`src/rtl/clock_pkg.sv`:
```
// Shared constants and types for the time-of-day counter slice.
// Holds the hour-mode selectors, digit limits, BCD widths and the hour register layout.
package clock_pkg;

  localparam int unsigned HOUR_MODE_12 = 12;
  localparam int unsigned HOUR_MODE_24 = 24;

  localparam int unsigned SEC_MAX = 59;
  localparam int unsigned MIN_MAX = 59;

  localparam int unsigned ONES_W      = 4;
  localparam int unsigned HOUR_TENS_W = 2;
  localparam int unsigned MIN_TENS_W  = 3;
  localparam int unsigned SEC_TENS_W  = 3;

  // Hour digits plus the PM flag, advanced together as one unit.
  typedef struct packed {
    logic [HOUR_TENS_W-1:0] tens;
    logic [ONES_W-1:0]      ones;
    logic                   pm;
  } hour_t;

endpackage

```
`src/rtl/time_of_day_counter_if.sv`:
```
// Control pulses and BCD time outputs of the time-of-day counter.
// master: drives tick / set pulses, reads time. slave: the counter itself.
//   i_tick      1 Hz level or pulse, rising edge used
//   i_inc_min   one-cycle pulse, minutes +1
//   i_inc_hour  one-cycle pulse, hours +1
//   i_clr_sec   one-cycle pulse, seconds to 00
//   o_*         BCD digits, PM flag, seconds strobe
interface time_of_day_counter_if;
  import clock_pkg::*;

  logic                   i_tick;
  logic                   i_inc_min;
  logic                   i_inc_hour;
  logic                   i_clr_sec;
  logic [HOUR_TENS_W-1:0] o_hour_tens;
  logic [ONES_W-1:0]      o_hour_ones;
  logic [MIN_TENS_W-1:0]  o_min_tens;
  logic [ONES_W-1:0]      o_min_ones;
  logic [SEC_TENS_W-1:0]  o_sec_tens;
  logic [ONES_W-1:0]      o_sec_ones;
  logic                   o_pm;
  logic                   o_sec_strobe;

  modport master (
    output i_tick, i_inc_min, i_inc_hour, i_clr_sec,
    input  o_hour_tens, o_hour_ones, o_min_tens, o_min_ones,
           o_sec_tens, o_sec_ones, o_pm, o_sec_strobe
  );

  modport slave (
    input  i_tick, i_inc_min, i_inc_hour, i_clr_sec,
    output o_hour_tens, o_hour_ones, o_min_tens, o_min_ones,
           o_sec_tens, o_sec_ones, o_pm, o_sec_strobe
  );

endinterface

```
`src/rtl/bcd_mod_counter.sv`:
```
// Two-digit BCD modulo-(MAX+1) counter advancing 0, 1 or 2 steps per cycle.
// Ports: clk, rst_n (async, active low), clear (priority, to 00), step (0..2),
//        tens/ones (registered digits), wrap_c (a step passed MAX this cycle).
module bcd_mod_counter
  import clock_pkg::*;
#(
  parameter int unsigned MAX    = 59,
  parameter int unsigned TENS_W = 3
) (
  input  logic              clk,
  input  logic              rst_n,
  input  logic              clear,
  input  logic [1:0]        step,
  output logic [TENS_W-1:0] tens,
  output logic [ONES_W-1:0] ones,
  output logic              wrap_c
);

  localparam int unsigned MAX_TENS = MAX / 10;
  localparam int unsigned MAX_ONES = MAX % 10;

  typedef struct packed {
    logic [TENS_W-1:0] tens;
    logic [ONES_W-1:0] ones;
  } digits_t;

  digits_t val_q, mid_c, nxt_c;

  function automatic logic at_max(input digits_t d);
    return (d.tens == TENS_W'(MAX_TENS)) && (d.ones == ONES_W'(MAX_ONES));
  endfunction

  // Single BCD increment; wrap decided on the full two-digit value.
  function automatic digits_t inc1(input digits_t d);
    digits_t r;
    r = d;
    if (at_max(d)) begin
      r.tens = '0;
      r.ones = '0;
    end else if (d.ones == ONES_W'(9)) begin
      r.tens = d.tens + TENS_W'(1);
      r.ones = '0;
    end else begin
      r.ones = d.ones + ONES_W'(1);
    end
    return r;
  endfunction

  // Chain up to two increments.
  always_comb begin
    mid_c  = inc1(val_q);
    nxt_c  = val_q;
    wrap_c = 1'b0;
    if (step[1]) begin
      nxt_c  = inc1(mid_c);
      wrap_c = at_max(val_q) | at_max(mid_c);
    end else if (step[0]) begin
      nxt_c  = mid_c;
      wrap_c = at_max(val_q);
    end
  end

  always_ff @(posedge clk or negedge rst_n) begin
    if (!rst_n) begin
      val_q <= '0;
    end else if (clear) begin
      val_q <= '0;
    end else begin
      val_q <= nxt_c;
    end
  end

  assign tens = val_q.tens;
  assign ones = val_q.ones;

endmodule

```
`src/rtl/time_of_day_counter.sv`:
```
// Wall-clock time in BCD, advanced by the rising edge of a 1 Hz tick, with
// manual minute/hour set pulses and a seconds clear. 24-hour or 12-hour+PM.
// Ports: i_clk, i_reset_n (async, active low), bus (time_of_day_counter_if.slave).
module time_of_day_counter
  import clock_pkg::*;
#(
  parameter int unsigned HOUR_MODE = HOUR_MODE_24
) (
  input  logic                  i_clk,
  input  logic                  i_reset_n,
  time_of_day_counter_if.slave  bus
);

  localparam logic  IS_12         = (HOUR_MODE == HOUR_MODE_12);
  localparam hour_t HOUR_RESET_12 = '{tens: HOUR_TENS_W'(1), ones: ONES_W'(2), pm: 1'b0};
  localparam hour_t HOUR_RESET_24 = '0;
  localparam hour_t HOUR_RESET    = IS_12 ? HOUR_RESET_12 : HOUR_RESET_24;

  logic                  tick_q;
  logic                  strobe_q;
  logic                  tick_edge_c;
  logic                  sec_adv_c;
  logic                  sec_wrap_c;
  logic                  min_wrap_c;
  logic                  hour_carry_c;
  logic [1:0]            min_step_c;
  logic [1:0]            hour_step_c;
  logic [MIN_TENS_W-1:0] min_tens;
  logic [ONES_W-1:0]     min_ones;
  hour_t                 hour_q, hour_mid_c, hour_nxt_c;

  // Reset leaves tick_q low so a tick already high at release counts as an edge.
  assign tick_edge_c = bus.i_tick & ~tick_q;
  assign sec_adv_c   = tick_edge_c & ~bus.i_clr_sec;

  bcd_mod_counter #(.MAX(SEC_MAX), .TENS_W(SEC_TENS_W)) u_sec (
    .clk    (i_clk),
    .rst_n  (i_reset_n),
    .clear  (bus.i_clr_sec),
    .step   ({1'b0, sec_adv_c}),
    .tens   (bus.o_sec_tens),
    .ones   (bus.o_sec_ones),
    .wrap_c (sec_wrap_c)
  );

  assign min_step_c = {1'b0, sec_wrap_c} + {1'b0, bus.i_inc_min};

  bcd_mod_counter #(.MAX(MIN_MAX), .TENS_W(MIN_TENS_W)) u_min (
    .clk    (i_clk),
    .rst_n  (i_reset_n),
    .clear  (1'b0),
    .step   (min_step_c),
    .tens   (min_tens),
    .ones   (min_ones),
    .wrap_c (min_wrap_c)
  );

  // Only the tick carry out of minute 59 reaches the hours; a same-cycle
  // manual minute step can wrap minutes without carrying.
  assign hour_carry_c = sec_wrap_c & min_wrap_c
                      & (min_tens == MIN_TENS_W'(MIN_MAX / 10))
                      & (min_ones == ONES_W'(MIN_MAX % 10));
  assign hour_step_c  = {1'b0, hour_carry_c} + {1'b0, bus.i_inc_hour};

  // One hour step; 12-mode runs 12,01..11,12 and flips PM entering 12.
  function automatic hour_t hour_inc(input hour_t h);
    hour_t r;
    r = h;
    if (IS_12) begin
      if (h.tens == HOUR_TENS_W'(1) && h.ones == ONES_W'(2)) begin
        r.tens = '0;
        r.ones = ONES_W'(1);
      end else if (h.tens == HOUR_TENS_W'(1) && h.ones == ONES_W'(1)) begin
        r.ones = ONES_W'(2);
        r.pm   = ~h.pm;
      end else if (h.ones == ONES_W'(9)) begin
        r.tens = HOUR_TENS_W'(1);
        r.ones = '0;
      end else begin
        r.ones = h.ones + ONES_W'(1);
      end
    end else begin
      if (h.tens == HOUR_TENS_W'(2) && h.ones == ONES_W'(3)) begin
        r.tens = '0;
        r.ones = '0;
      end else if (h.ones == ONES_W'(9)) begin
        r.tens = h.tens + HOUR_TENS_W'(1);
        r.ones = '0;
      end else begin
        r.ones = h.ones + ONES_W'(1);
      end
    end
    return r;
  endfunction

  always_comb begin
    hour_mid_c = hour_inc(hour_q);
    hour_nxt_c = hour_q;
    if (hour_step_c[1]) begin
      hour_nxt_c = hour_inc(hour_mid_c);
    end else if (hour_step_c[0]) begin
      hour_nxt_c = hour_mid_c;
    end
  end

  always_ff @(posedge i_clk or negedge i_reset_n) begin
    if (!i_reset_n) begin
      tick_q   <= 1'b0;
      strobe_q <= 1'b0;
      hour_q   <= HOUR_RESET;
    end else begin
      tick_q   <= bus.i_tick;
      strobe_q <= sec_adv_c;
      hour_q   <= hour_nxt_c;
    end
  end

  assign bus.o_min_tens   = min_tens;
  assign bus.o_min_ones   = min_ones;
  assign bus.o_hour_tens  = hour_q.tens;
  assign bus.o_hour_ones  = hour_q.ones;
  assign bus.o_pm         = hour_q.pm;
  assign bus.o_sec_strobe = strobe_q;

endmodule

```
`src/flat_wrapper.sv`:
```
// flat-port wrapper written by rule: the top's interface ports become plain ports
module time_of_day_counter_flat import clock_pkg::*;
#(
  parameter int unsigned HOUR_MODE = HOUR_MODE_24
)
  (i_clk, i_reset_n, bus_i_tick, bus_i_inc_min, bus_i_inc_hour, bus_i_clr_sec, bus_o_hour_tens, bus_o_hour_ones, bus_o_min_tens, bus_o_min_ones, bus_o_sec_tens, bus_o_sec_ones, bus_o_pm, bus_o_sec_strobe);
  time_of_day_counter_if bus_i ();
  input  logic i_clk;
  input  logic i_reset_n;
  input wire logic [$bits(bus_i.i_tick)-1:0] bus_i_tick;
  input wire logic [$bits(bus_i.i_inc_min)-1:0] bus_i_inc_min;
  input wire logic [$bits(bus_i.i_inc_hour)-1:0] bus_i_inc_hour;
  input wire logic [$bits(bus_i.i_clr_sec)-1:0] bus_i_clr_sec;
  output wire logic [$bits(bus_i.o_hour_tens)-1:0] bus_o_hour_tens;
  output wire logic [$bits(bus_i.o_hour_ones)-1:0] bus_o_hour_ones;
  output wire logic [$bits(bus_i.o_min_tens)-1:0] bus_o_min_tens;
  output wire logic [$bits(bus_i.o_min_ones)-1:0] bus_o_min_ones;
  output wire logic [$bits(bus_i.o_sec_tens)-1:0] bus_o_sec_tens;
  output wire logic [$bits(bus_i.o_sec_ones)-1:0] bus_o_sec_ones;
  output wire logic [$bits(bus_i.o_pm)-1:0] bus_o_pm;
  output wire logic [$bits(bus_i.o_sec_strobe)-1:0] bus_o_sec_strobe;
  assign bus_i.i_tick = bus_i_tick;
  assign bus_i.i_inc_min = bus_i_inc_min;
  assign bus_i.i_inc_hour = bus_i_inc_hour;
  assign bus_i.i_clr_sec = bus_i_clr_sec;
  assign bus_o_hour_tens = bus_i.o_hour_tens;
  assign bus_o_hour_ones = bus_i.o_hour_ones;
  assign bus_o_min_tens = bus_i.o_min_tens;
  assign bus_o_min_ones = bus_i.o_min_ones;
  assign bus_o_sec_tens = bus_i.o_sec_tens;
  assign bus_o_sec_ones = bus_i.o_sec_ones;
  assign bus_o_pm = bus_i.o_pm;
  assign bus_o_sec_strobe = bus_i.o_sec_strobe;
  time_of_day_counter #(.HOUR_MODE(HOUR_MODE)) u_core (.i_clk(i_clk), .i_reset_n(i_reset_n), .bus(bus_i));
endmodule
```
`config.mk`:
```
export PLATFORM = sky130hd
export DESIGN_NAME = time_of_day_counter_flat
export DESIGN_NICKNAME = d
export VERILOG_FILES = /design/src/rtl/clock_pkg.sv /design/src/rtl/time_of_day_counter_if.sv /design/src/rtl/bcd_mod_counter.sv /design/src/rtl/time_of_day_counter.sv /design/src/flat_wrapper.sv
export SDC_FILE = /design/constraint.sdc
export NUM_CORES = 1
export LEC_CHECK = 0
export ABC_AREA = 1
export ABC_CLOCK_PERIOD_IN_PS = 5950
export CAP_MARGIN = 25
export CORE_ASPECT_RATIO = 2
export CORE_UTILIZATION = 59
export DETAILED_ROUTE_END_ITERATION = 8
export PLACE_DENSITY = 0.82
export SYNTH_ARGS = -nofsm -noshare
export SYNTH_HDL_FRONTEND = slang
export SYNTH_HIERARCHICAL = 1
export SYNTH_SLANG_ARGS = --single-unit
```
`constraint.sdc`:
```
create_clock -name i_clk -period 5.95 [get_ports i_clk]
set_clock_uncertainty 0.05 [all_clocks]
set_input_delay 0.595 -clock i_clk [delete_from_list [all_inputs] [get_ports i_clk]]
set_output_delay 0.595 -clock i_clk [all_outputs]
set_load 0.005 [all_outputs]
```
# After elaboration in Yosys (flattened, before gate mapping)
# Index checks and enable logic that the tools add are counted.
# totals
ff_bits	22
latch_bits	0
ramBits	0
romBits	0
input_bits	6
mem_count	0
# classes
add_sub_neg	12
n_mul	0
div_mod_pow	0
n_lt_le_gt_ge	0
eq_ne	12
shifts	0
mux	24
n_bitwise	8
reduce_logical	10
# ops
cell	count
two-way mux 7 bit	9
adder 4 x 1 -> 4 bit, second input constant	5
equality test 4 bit, second input constant	5
two-way mux 4 bit	5
two-way mux 6 bit	2
adder 3 x 1 -> 3 bit, second input constant	3
equality test 3 bit, second input constant	3
two-way mux 3 bit	3
equality test 4 x 2 -> 1 bit, second input constant	2
nonzero test 2 bit	3
AND 1 bit	5
logical AND 1 bit	5
adder 1 x 1 -> 2 bit	2
adder 2 x 1 -> 2 bit, second input constant	2
equality test 2 bit, second input constant	2
two-way mux 2 bit	2
two-way mux 1 bit	3
nonzero test 3 bit	1
inverter 1 bit	2
AND reduction 2 bit	1
OR 1 bit	1

# Logic depth before layout (Yosys ltp)
# logic_depth
ltp_word	13
mapped_depth	27

# Hierarchy
# Netlist, hierarchy kept.
# by_module_without_submodules
module	n_inst	cells_each	area_per_inst_um2	seq_area_each_um2
bcd_mod_counter	2	96	669.4	175.2
time_of_day_counter	1	100	673.1	200.2

# Least setup slack after synthesis
# No wires, ideal clock.
# synth_timing
path_kind	input to register
start	in bus_i_clr_sec
end	reg u_core.hour_q, in the netlist u_core/bus.o_hour_tens[0]
setup_ps	117
arrival_ps	2718
setup_slack_ps	3066
stages	19
cell_sequence	nor3b_1 -> nor2_1 -> o21ai_0 -> ha_1 -> inv_2 -> nor2_2 -> nand3_4 -> nor2_2 -> nand3_2 -> o21ai_0 -> nand2_1 -> nor2_2 -> nand2_1 -> nor2_2 -> nand2_1 -> nand2_1 -> nand2_1 -> nand2_1 -> nand2_1
# synth_via
elab_cells_between_ends	12
classes_between	2 x add/sub; 4 x mux; 5 x bitwise; 1 x reduce/logical
# synth_rtl
item	line	text
from (decl)	flat_wrapper.sv:13	input wire logic [$bits(bus_i.i_clr_sec)-1:0] bus_i_clr_sec;
inverter 1 bit (*)	time_of_day_counter.sv:34	assign sec_adv_c = tick_edge_c & ~bus.i_clr_sec;
AND 1 bit (*)	time_of_day_counter.sv:34	
two-way mux 1 bit (*)	bcd_mod_counter.sv:57	end else if (step[0]) begin
named net u_core.sec_wrap_c	time_of_day_counter.sv:23	logic sec_wrap_c;
adder 1 x 1 -> 2 bit (*)	time_of_day_counter.sv:46	assign min_step_c = {1'b0, sec_wrap_c} + {1'b0, bus.i_inc_min};
named net u_core.min_step_c[1]	time_of_day_counter.sv:26	logic [1:0] min_step_c;
two-way mux 1 bit (*)	bcd_mod_counter.sv:54	if (step[1]) begin
named net u_core.min_wrap_c	time_of_day_counter.sv:24	logic min_wrap_c;
AND 1 bit (*)	time_of_day_counter.sv:60	assign hour_carry_c = sec_wrap_c & min_wrap_c
AND 1 bit (*)	time_of_day_counter.sv:61	& (min_tens == MIN_TENS_W'(MIN_MAX / 10))
AND 1 bit (*)	time_of_day_counter.sv:62	& (min_ones == ONES_W'(MIN_MAX % 10));
adder 1 x 1 -> 2 bit (*)	time_of_day_counter.sv:63	assign hour_step_c = {1'b0, hour_carry_c} + {1'b0, bus.i_inc_hour};
two-way mux 7 bit or nonzero test 2 bit (tied branches)	--	
to (signal assigned)	time_of_day_counter.sv:114	hour_q <= hour_nxt_c;
to (decl)	time_of_day_counter.sv:30	hour_t hour_q, hour_mid_c, hour_nxt_c;
# Mark *: on every way through the listed nets, which the timed path passes. The rest lies on a longest branch.
# A chain may end at the register's enable or synchronous reset.

# Final worst setup path
# layout_timing
start	in bus_i_clr_sec
end	reg u_core.hour_q, in the netlist u_core/bus.o_hour_tens[0]
# layout_via
elab_cells_between_ends	12
classes_between	2 x add/sub; 4 x mux; 5 x bitwise; 1 x reduce/logical
# layout_rtl
item	line	text
inverter 1 bit (*)	time_of_day_counter.sv:34	
AND 1 bit (*)	time_of_day_counter.sv:34	
named net u_core.sec_adv_c	time_of_day_counter.sv:22	logic sec_adv_c;
two-way mux 1 bit (*)	bcd_mod_counter.sv:57	
named net u_core.sec_wrap_c	time_of_day_counter.sv:23	
adder 1 x 1 -> 2 bit (*)	time_of_day_counter.sv:46	
named net u_core.min_step_c[1]	time_of_day_counter.sv:26	
two-way mux 1 bit (*)	bcd_mod_counter.sv:54	
named net u_core.min_wrap_c	time_of_day_counter.sv:24	
AND 1 bit (*)	time_of_day_counter.sv:60	
AND 1 bit (*)	time_of_day_counter.sv:61	
AND 1 bit (*)	time_of_day_counter.sv:62	
adder 1 x 1 -> 2 bit (*)	time_of_day_counter.sv:63	
two-way mux 7 bit or nonzero test 2 bit (tied branches)	--	
# Marks and branches as above.

==> flow_metrics.py <==
metrics = {
    "setup_path": {
        "critPathMostFrequentCell": "nand2_1",
        "ff2ff_path_depth": 19,
        "crit_path_end_kind": "flip-flop",
        "r2r_start": "u_core/u_sec/ones[1]",
        "cp_max_fo": 5,
        "worstPathArrival_ns": 3.64,
        "crit_chain": "clkdlybuf4s50_1, nor3b_1, nor2_1, o21ai_0, ha_1, inv_2, nor2_2, nand3_4, nor2_2, nand3_2, o21ai_0, nand2_1, nor2_2, nand2_1, nor2_2, nand2_1, nand2_1, nand2_1, nand2_1, nand2_1",
        "r2r_setup_slack_ns": 2.63,
        "rr_endpoint": "u_core/bus.o_hour_tens[0]",
        "cp.required_ns": 6.07,
        "cp-start-kind": "input port",
        "critPathMaxStageDelay_ns": 0.47,
        "path_class": "input port to flip-flop",
        "cp_slowest_cell": "clkdlybuf4s50_1",
    },
    "sta": {
        "period_share_pct": 59.2,
        "final_hold_viol_count": 0,
        "postLayoutSetupSlackWorst_ns": 2.43,
        "fmax_mhz": 284,
        "setup-tns-final_ns": 0,
        "whs_ns": 0.397,
        "fin_crit_ns": 3.52,
        "rsz0062_at_grt": "false",
        "setup_violations": 0,
        "drv_slew": 0,
    },
    "global_routing": {
        "grt_max_degree": 23,
        "grt_pass1_vias": 1948,
        "antenna_found_initial": 0,
        "grt_remaining_overflow": 0,
        "grt_pass1_wl_um": 8200,
        "grt_usage_pct": 28.8,
    },
    "die": {
        "die_w_um": 43.3,
        "core-area_um2": 3190,
        "rows": 29,
        "chipHeight_um": 84.6,
        "io_pins": 28,
        "initial_utilization_pct": 63.0,
        "dieArea_um2": 3660,
    },
    "worst_hold_path": {
        "hp-start": "u_core/tick_q",
        "hold_depth": 1,
        "hold_path.class": "flip-flop to flip-flop",
        "hold_end": "u_core/bus.o_sec_strobe",
    },
    "outcome": {
        "status": "completed",
    },
    "cts": {
        "clock_path_buffers": 2,
        "post_cts_buffers": 0,
        "htreeDepth": 1,
        "cts_root_buf": "clkbuf_8",
        "cts_tree": "done",
        "cts_inserted_buffers": 3,
        "clk_pin_slew_ns": 0.08,
        "cts_resized": 0,
        "worstSkewPairLatency_ns": 0.27,
        "cts_hold_buf": 0,
        "clock_sinks": 22,
    },
    "routing": {
        "detail_route.iter0.violations": 61,
        "antenna_left": 0,
        "wl_um": 4750,
        "viasPerCell": 5.59,
        "routedWlPerCell_um": 13.2,
        "route.detailed.drc": 0,
        "vias": 2012,
        "dr.pass1.iters": 4,
    },
    "synth": {
        "ys.flop_type": "dfrtp_1",
        "synth-edff-count": 0,
        "async_reset_ff_share_pct": 100,
        "synth_area_um2": 2010,
        "yosysMostFrequentCell": "nand2_1",
        "ys_seq_elements": 22,
        "yosysTopAreaCell": "dfrtp_1",
        "ys_seq_area_share_pct": 27.4,
        "yosys_warnings": 6,
        "synth_cell_types": 28,
        "yosys-top-cells-count": "nand2_1 (92), inv_1 (40), dfrtp_1 (22), nand3_1 (21), nand4_1 (16)",
        "synth.avg_cell_area_um2": 6.89,
        "ys_top_cells_by_area": "dfrtp_1 (27%), nand2_1 (17%), ha_1 (8.1%), inv_1 (7.5%), nand3_1 (5.2%)",
        "synth_top_area_share_pct": 27.4,
        "synthCells": 292,
    },
    "pwr": {
        "sw_frac_of_total_pct": 38.4,
        "leakage_nw": 1.21,
        "switchingPower_uw": 232,
        "clkPwrFrac_pct": 23.7,
        "combPwrFrac_pct": 40.4,
        "intPower_uw": 372,
        "power.density_nw_per_um2": 249,
        "p_seq_share_pct": 35.9,
        "ir_worst_vdd_uv": 178,
    },
    "placement": {
        "dpl-instance-area_um2": 2330,
        "dpl.hpwl_um": 3710,
        "gp_congestion": 0.938,
        "io_buffers": 26,
        "post-place-ws_ns": 2.20,
    },
    "cells_and_area": {
        "nets": 349,
        "ff_latch_area_um2": 551,
        "postLayoutCellArea_um2": 2430,
        "area_growth_syn_to_layout_pct": 20.7,
        "antennaDiodeCount": 0,
        "utilization_pct": 76.1,
        "drive_gt1_share_pct": 16.7,
        "multi_input_area_um2": 1290,
        "fill_cells": 251,
    },
    "job": {
        "drv_cap": 0,
    },
}
[power by group through the flow]
stage,Combinational [mW],Sequential [mW],Clock (mW)
after floorplan,0.153,0.212,0
after global placement,0.236,0.218,0
after detailed placement,0.239,0.220,0
after CTS,0.241,0.217,0.145
after global routing,0.274,0.221,0.149
final,0.244,0.217,0.143
[routing by layer]
layer | share of wire (%) | vias up | track usage [%]
li1 | - | 1003 | -
met1 | 37 | 927 | 31.2
met2 | 56 | 66 | 52.2
met3 | 3.2 | 16 | 2.58
met4 | 3.7 | 0 | 15.2
met5 | 0 | - | 0
[layout by cell type (no fill, tap or decap), drive strengths merged]
cell	netlist	layout
buf	1	1
a31oi	2	2
nor2	20	20
nand2	102	102
o21ai	19	19
inv	49	49
clkinv	2	2
clkdlybuf4s50	0	26
bufinv	0	1
conb	1	8
nor3b	1	1
a21o	2	2
dfrtp	22	22
or2	1	1
clkbuf	0	3
xor2	5	5
nand4	16	16
nor3	3	3
nand3	31	31
a21oi	2	2
ha	13	13
[worst max path at each step]
stage                                           end  slack, ns           from
after floorplan           u_core/bus.o_hour_tens[0]       3.07  bus_i_clr_sec
after global placement    u_core/bus.o_hour_tens[0]       2.31  bus_i_clr_sec
after detailed placement  u_core/bus.o_hour_tens[0]       2.20  bus_i_clr_sec
after CTS                 u_core/bus.o_hour_tens[0]       2.47  bus_i_clr_sec
after global routing      u_core/bus.o_hour_tens[0]       2.06  bus_i_clr_sec
final                     u_core/bus.o_hour_tens[0]       2.43  bus_i_clr_sec
[per-stage QoR]
| stage | instances | total power, mW |
|---|---|---|
| 2_1_floorplan | 299 | 0.365 |
| 3_3_place_gp | 355 | 0.454 |
| 3_5_place_dp | 355 | 0.459 |
| 4_1_cts | 359 | 0.602 |
| 5_1_grt | 360 | 0.644 |
| 6_report | 360 | 0.604 |
[final cells by class]
cell class	count	area share, %
multi-input combinational	225	53.0
inverter	51	7.99
sequential	22	22.7
timing repair buffer	27	11.8
clock buffer	3	1.70
tap	31	1.60
clock inverter	1	1.24
[logic make-up (layout without fill, tap and decap cells)]
family / after synthesis / after routing / synth area share (%)
AOI/OAI and AO/OA: 25 / 25 / 7.71
DFF: 22 / 22 / 27.4
adders and majority gates: 13 / 13 / 8.08
buffers and inverters: 52 / 82 / 10.0
and+or+nand+nor: 174 / 174 / 44.5
xor gates and xnor gates: 5 / 5 / 2.18
other: 1 / 8 / 0.186
[registers in the layout, indices dropped and copies added, names as in the netlist]
signal	cells
u_core/bus.o_hour_ones	4
u_core/u_min/ones	4
u_core/u_sec/ones	4
u_core/u_min/tens	3
u_core/u_sec/tens	3
u_core/bus.o_hour_tens	2
u_core/bus.o_sec_strobe	1
u_core/tick_q	1
[critical path: cells and delay by family]
family,cells,cell delay (ns)
simple gates,15,1.82
buf+inv,2,0.55
compound gates,2,0.40
fa+ha+maj,1,0.29
(Power assumes the default switching activity.)
